### src/rtl/pipe_ctrl.sv
// rtl/pipe_ctrl.sv - pipeline stall/flush sequencer for the 5-stage RV32I core
//
// Purpose: merges data-memory waits, taken-branch redirects and load-use
// hazards into per-stage register enables and bubble/flush controls.
// Priority, highest first: memory wait, taken branch, load-use, normal.
// Forwarding is untouched by this block.
//
// Optional feature macro: PIPE_CTRL_PERF_EN (stall/flush performance counters).
// When undefined, stall_cnt/flush_cnt are tied to 0 and no counters exist.
//
// Ports:
//   clk, rstn                 clock, synchronous active-low reset
//   IF_ID_rs1, IF_ID_rs2      source registers of the instruction in ID
//   ID_EX_rd, ID_EX_MemRead   destination / load flag of the instruction in EX
//   branch_taken              branch/jump in EX resolves taken
//   EX_MEM_MemAccess          instruction in MEM is a load or store
//   dmem_ready                data memory completes the access this cycle
//   pc_en .. mem_wb_en        register load enables
//   if_id_flush, id_ex_flush, mem_wb_flush   load a NOP bubble
//   pc_sel_target             PC loads the branch target
//   mem_err                   sticky memory-timeout flag
//   stall_cnt, flush_cnt      performance counters
module pipe_ctrl #(
  parameter int MEM_TIMEOUT = 16,
  parameter int CNT_W       = 32
) (
  input  logic             clk,
  input  logic             rstn,
  input  logic [4:0]       IF_ID_rs1,
  input  logic [4:0]       IF_ID_rs2,
  input  logic [4:0]       ID_EX_rd,
  input  logic             ID_EX_MemRead,
  input  logic             branch_taken,
  input  logic             EX_MEM_MemAccess,
  input  logic             dmem_ready,
  output logic             pc_en,
  output logic             if_id_en,
  output logic             id_ex_en,
  output logic             ex_mem_en,
  output logic             mem_wb_en,
  output logic             if_id_flush,
  output logic             id_ex_flush,
  output logic             mem_wb_flush,
  output logic             pc_sel_target,
  output logic             mem_err,
  output logic [CNT_W-1:0] stall_cnt,
  output logic [CNT_W-1:0] flush_cnt
);

  localparam int WCNT_W = ($clog2(MEM_TIMEOUT + 1) > 5) ? $clog2(MEM_TIMEOUT + 1) : 5;
  localparam logic [WCNT_W-1:0] WCNT_MAX = WCNT_W'(MEM_TIMEOUT);
  localparam logic [WCNT_W-1:0] WCNT_ERR = WCNT_W'(MEM_TIMEOUT - 1);

  typedef enum logic {RUN, MEMWAIT} state_t;

  state_t            state, state_nxt;
  logic [WCNT_W-1:0] wcnt, wcnt_nxt;
  logic              mem_wait;
  logic              load_use;
  logic              err_set;

  always_comb begin
    mem_wait = EX_MEM_MemAccess && !dmem_ready;
    load_use = ID_EX_MemRead && (ID_EX_rd != 5'd0) &&
               ((ID_EX_rd == IF_ID_rs1) || (ID_EX_rd == IF_ID_rs2));

    pc_en         = 1'b1;
    if_id_en      = 1'b1;
    id_ex_en      = 1'b1;
    ex_mem_en     = 1'b1;
    mem_wb_en     = 1'b1;
    if_id_flush   = 1'b0;
    id_ex_flush   = 1'b0;
    mem_wb_flush  = 1'b0;
    pc_sel_target = 1'b0;
    state_nxt     = state;
    wcnt_nxt      = '0;
    err_set       = 1'b0;

    if (!rstn) begin
      // Hold every stage as a bubble while in reset.
      pc_en        = 1'b0;
      if_id_en     = 1'b0;
      id_ex_en     = 1'b0;
      ex_mem_en    = 1'b0;
      mem_wb_en    = 1'b0;
      if_id_flush  = 1'b1;
      id_ex_flush  = 1'b1;
      mem_wb_flush = 1'b1;
    end else if (mem_wait) begin
      // Freeze the pipe; WB retires a bubble so nothing is written twice.
      // A held branch stays in EX and is taken on the release cycle.
      pc_en        = 1'b0;
      if_id_en     = 1'b0;
      id_ex_en     = 1'b0;
      ex_mem_en    = 1'b0;
      mem_wb_en    = 1'b0;
      mem_wb_flush = 1'b1;
    end else if (branch_taken) begin
      // Wrong-path instructions in IF/ID are squashed; load-use on them is moot.
      if_id_flush   = 1'b1;
      id_ex_flush   = 1'b1;
      pc_sel_target = 1'b1;
    end else if (load_use) begin
      pc_en       = 1'b0;
      if_id_en    = 1'b0;
      id_ex_flush = 1'b1;
    end

    case (state)
      RUN:     if (mem_wait)  state_nxt = MEMWAIT;
      MEMWAIT: if (!mem_wait) state_nxt = RUN;
      default: state_nxt = RUN;
    endcase

    // wcnt holds the number of completed wait cycles; the cycle that sees
    // MEM_TIMEOUT-1 is wait cycle MEM_TIMEOUT, so mem_err sets on its edge.
    if (mem_wait) begin
      wcnt_nxt = (wcnt == WCNT_MAX) ? wcnt : wcnt + WCNT_W'(1);
      err_set  = (wcnt >= WCNT_ERR);
    end
  end

  always_ff @(posedge clk) begin
    if (!rstn) begin
      state   <= RUN;
      wcnt    <= '0;
      mem_err <= 1'b0;
    end else begin
      state <= state_nxt;
      wcnt  <= wcnt_nxt;
      if (err_set) mem_err <= 1'b1;
    end
  end

`ifdef PIPE_CTRL_PERF_EN
  logic [CNT_W-1:0] stall_q, flush_q;

  always_ff @(posedge clk) begin
    if (!rstn) begin
      stall_q <= '0;
      flush_q <= '0;
    end else begin
      if (!pc_en)        stall_q <= stall_q + CNT_W'(1);
      if (pc_sel_target) flush_q <= flush_q + CNT_W'(1);
    end
  end

  assign stall_cnt = stall_q;
  assign flush_cnt = flush_q;
`else
  assign stall_cnt = '0;
  assign flush_cnt = '0;
`endif

endmodule

### config.mk
export PLATFORM = sky130hd
export DESIGN_NAME = pipe_ctrl
export DESIGN_NICKNAME = d
export VERILOG_FILES = /design/src/rtl/pipe_ctrl.sv
export SDC_FILE = /design/constraint.sdc
export NUM_CORES = 1
export LEC_CHECK = 0
export ABC_AREA = 1
export BUFFER_PORTS_ARGS = -buffer_cell sky130_fd_sc_hd__buf_2
export CORE_UTILIZATION = 41
export DETAILED_ROUTE_END_ITERATION = 6
export PLACE_DENSITY = 0.87
export SLEW_MARGIN = 20
export SYNTH_ARGS = -nofsm -noshare
export SYNTH_HDL_FRONTEND = slang
export SYNTH_SLANG_ARGS = --single-unit
### constraint.sdc
create_clock -name clk -period 1.9 [get_ports clk]
set_input_delay 0.095 -clock clk [delete_from_list [all_inputs] [get_ports clk]]
set_output_delay 0.095 -clock clk [all_outputs]
set_load 0.01 [all_outputs]
# Yosys cells after proc, flatten, opt, wreduce, memory -nomap -nowiden
# Index checks and enable logic that the tools add are counted.
dict set report totals {
  output_inout_bits 74
  elab_cells 31
  regBits 6
}
dict set report op_classes {
  n_reduce_logical 7
  eq_ne 3
  order_cmp 1
  addsub 1
  mux 17
}
# cell count
set ops {}
lappend ops {{1-bit two-way mux} 17}
lappend ops {{5-bit equality test} 2}
lappend ops {{5-bit by 1-bit adder with 5-bit output (second input constant)} 1}
lappend ops {{5-bit equality test (second input constant)} 1}
lappend ops {{5-bit by 4-bit greater-or-equal comparator with 1-bit output (second input constant)} 1}
lappend ops {{5-bit nonzero test} 1}
lappend ops {{1-bit logical AND} 3}
lappend ops {{2-bit AND reduction} 1}
lappend ops {{1-bit zero test} 1}
lappend ops {{1-bit logical OR} 1}

# Depth between registers and ports, before layout
dict set report depth {
  depth_word 7
  mapped_depth 10
}

# Least setup slack after synthesis
# OpenSTA, ideal clock, no wires.
dict set report synth_path {
  path_kind {register -> register}
  startpoint {reg wcnt[0]}
  endpoint {reg mem_err}
  synth_period_minus_slack_ns 1.308
  path_buffers 0
  path_stages_with_launch 8
  setup_slack_ns 0.592
  arrival_time_ns 1.184
  cell_sequence {dfxtp_1 > ha_1 > nand2_1 > nor2_1 > ha_1 > or2_2 > a21oi_1 > o21ai_0}
}
dict set report synth_between {
  elab_chain_len 2
}
# element line
set synth_rtl {}
lappend synth_rtl {{from (decl)} 57} ;# logic [WCNT_W-1:0] wcnt, wcnt_nxt;
lappend synth_rtl {{from (signal assigned)} 131} ;# wcnt <= wcnt_nxt;
lappend synth_rtl {{5-bit by 4-bit greater-or-equal comparator with 1-bit output} 120} ;# err_set = (wcnt >= WCNT_ERR);
lappend synth_rtl {{1-bit two-way mux} 118} ;# if (mem_wait) begin
lappend synth_rtl {{to (signal assigned)} 128} ;# mem_err <= 1'b0;
lappend synth_rtl {{to (signal assigned)} 132} ;# if (err_set) mem_err <= 1'b1;
lappend synth_rtl {{to (decl)} 45} ;# output logic mem_err,
# No other way between the ends.
# A chain may end at the register's enable or synchronous reset.

# Final worst setup path
# Ends and elaborated chain as after synthesis.

==> out/metrics.csv <==
metric,value,unit
die area,2798,um^2
first-pass GRT wire length,2394,um
warnings from Yosys,0,
area share of the largest cell type after synthesis,47.35,%
most frequent cells in the layout,"conb_1, buf_2, nand2_1",
number of max-cap violations,0,
Worst setup endpoint,mem_err$_SDFFE_PN0P_,
CP Launch Type,flip-flop,
core region area,2455,um^2
PD cells,396.5,nW/um^2
clock-pin slew on the worst setup and hold paths,0.05,ns
"Power, Total",0.0003989,W
CP Class,flip-flop to flip-flop,
FP Rows,18,
sequential fraction of the synthesis area,11.31,%
largest area contributor in the netlist,buf_4,
"FF+latch count, synth",6,
Synth cell types,18,
routed wire length,1560,um
GR Util met2,23.00,%
root buffer cell,clkbuf_4,
FILL cells,294,
cell-internal power,0.0002406,W
Clk pwr share,29.7,%
Synth area leaders,"buf_4, dfxtp_1, nand2_1, inv_1, nor2_1",
GRT Util Overall,11.42,%
met3 usage,2.299,%
final hold vios,0,
P_leak,0.6714,nW
CTS Buf Count,3,
H-tree levels,1,
initial antenna violation count,0,
"Cell Chain, Critical Path",ha_1 > nand2_1 > nor2_1 > ha_1 > or2_2 > a21oi_1 > o21ai_0,
NumNets Final,222,
largest net degree at the start of global routing,7,
Logic pwr share,38.2,%
initial core utilization,43.27,%
Worst EP required,2.02,ns
clk_lat worst skew,0.24,ns
Routed Antenna Nets,0,
I/O pins,95,
worst setup path startpoint,wcnt[0]$_SDFFE_PN0P_,
first-pass iteration count of the detailed router,4,
Die X,52.90,um
final setup fails,0,
drt drc,0,
FMAX,0.7091,GHz
Switch Pwr,0.0001583,W
CTS tree,yes,
CP Capture Type,flip-flop,
Setup Buffers After CTS,0,
VDD IR max,0.2590,mV
Via Count,835,
"Slew Viols, Final",0,
routability cong.,0.7793,
CP most frequent cell,ha_1,
Seq pwr share,32.2,%
Worst Reg2Reg Path Length in Cells,7,
Syn Inst Count,167,
global-route layer with the greatest usage,met2,
grt total ovfl,0,
IO Port Bufs,30,
DP HPWL,1368,um
DR iter-0 viols,8,
Tmin final,1.410,ns
critical path's largest stage delay,0.33,ns
met1 track demand over resource,11.38,%
RR Endpoint,mem_err$_SDFFE_PN0P_,
worst endpoint data arrival time,1.53,ns
slowest cell on the critical path,dfxtp_1,
register-to-register setup slack,0.49,ns
CP Max Fanout,3,
fin crit share,74.22,%
vias per cell,3.695,
height of the die,52.90,um
"commonest non-fill, non-tap cell in the layout",conb_1,
Syn Std Cell Area,1062,um^2
share of cells above drive strength 1,19.90,%
wire length per cell,6.903,um
Clock Path Buffers,2,
status,completed,
vias in the first global route,651,
Antenna diodes,0,
CTS resizes,0,
RSZ-0062 raised after global routing,false,
CTS Hold Buffers Added,0,
Setup Skew,0.003689,ns
Clock Sinks,6,
Setup TNS,0,ns
sw frac,39.67,%
syn_area_per_cell,6.361,um^2
min-delay worst type,input port to flip-flop,
reg2reg start,wcnt[0]$_SDFFE_PN0P_,
"Area growth, synth to finish",-5.301,%
-- state kept, by name, summed over array words and instances (netlist names) --
| signal | flops |
|---|---|
| wcnt | 5 |
| mem_err | 1 |
-- area by class of cell --
type / instances / area [um^2] / area share, %
repair buffers: 30 / 150.1 / 14.93
well taps: 30 / 37.54 / 3.731
flip-flops and latches: 6 / 120.1 / 11.94
inverters: 28 / 105.1 / 10.45
multi-input cells: 129 / 570.5 / 56.72
clock buffers: 3 / 22.52 / 2.239
-- power groups by stage --
| stage | Combinational [W] | Sequential (W) | Clock [W] |
|---|---|---|---|
| floorplan | 0.000209 | 0.000130 | 0 |
| global placement | 0.000148 | 0.000130 | 0 |
| detailed placement | 0.000150 | 0.000131 | 0 |
| CTS | 0.000151 | 0.000128 | 0.000121 |
| global route | 0.000176 | 0.000128 | 0.000126 |
| finish | 0.000152 | 0.000128 | 0.000118 |
-- per-stage QoR --
stage / hold slack (ns) / cells / setup slack (ns) / utilization, % / cell area, um^2
3_3_place_gp: 0.3166 / 223 / 0.5694 / 40.06 / 983.4
3_5_place_dp: 0.3389 / 223 / 0.4923 / 40.06 / 983.4
4_1_cts: 0.08863 / 226 / 0.4829 / 40.98 / 1006
5_1_grt: 0.1096 / 226 / 0.3849 / 40.98 / 1006
2_1_floorplan: 0.2077 / 230 / 0.5923 / - / 1299
6_report: 0.08148 / 226 / 0.4898 / 40.98 / 1006
-- layer usage --
layer	vias to the layer above	wire length, um
li1	425	-
met1	355	611
met2	53	780
met3	2	155
met4	0	13
met5	-	0
-- cell usage after synthesis --
master	n
buf_4	67
nor2_2	2
conb_1	1
dfxtp_1	6
nand3_1	4
nor4b_2	1
or2_2	1
nor3_2	1
nand4_1	2
nand2_1	29
inv_1	27
xnor2_1	2
o21ai_0	3
xor2_1	1
inv_2	1
ha_1	3
nor2_1	11
a21oi_1	5
-- worst max-delay path, delay by kind of cell (launching register included) --
| kind | cells | cell delay, ns |
|---|---|---|
| simple gates | 3 | 0.38 |
| fa+ha+maj | 2 | 0.38 |
| flops | 1 | 0.33 |
| compound gates | 2 | 0.18 |
-- kinds of logic after synthesis --
| family | share of synthesized area [%] |
|---|---|
| AO/OA/AOI/OAI | 3.768 |
| XOR/XNOR | 2.474 |
| adder cells (fa/ha/maj) | 3.534 |
| buffers and inverters | 57.24 |
| flip-flops | 11.31 |
| other | 0.3530 |
| AND/OR/NAND/NOR | 21.32 |
-- worst min-delay path by stage --
stage | startpoint | endpoint | slack (ns) | cells after the start
after floorplan | rstn | mem_err$_SDFFE_PN0P_ | 0.21 | 2
after global placement | rstn | mem_err$_SDFFE_PN0P_ | 0.32 | 3
after detailed placement | rstn | mem_err$_SDFFE_PN0P_ | 0.34 | 3
after CTS | rstn | mem_err$_SDFFE_PN0P_ | 0.09 | 3
after global routing | rstn | mem_err$_SDFFE_PN0P_ | 0.11 | 3
final | rstn | mem_err$_SDFFE_PN0P_ | 0.08 | 3
(Power assumes the default switching activity.)
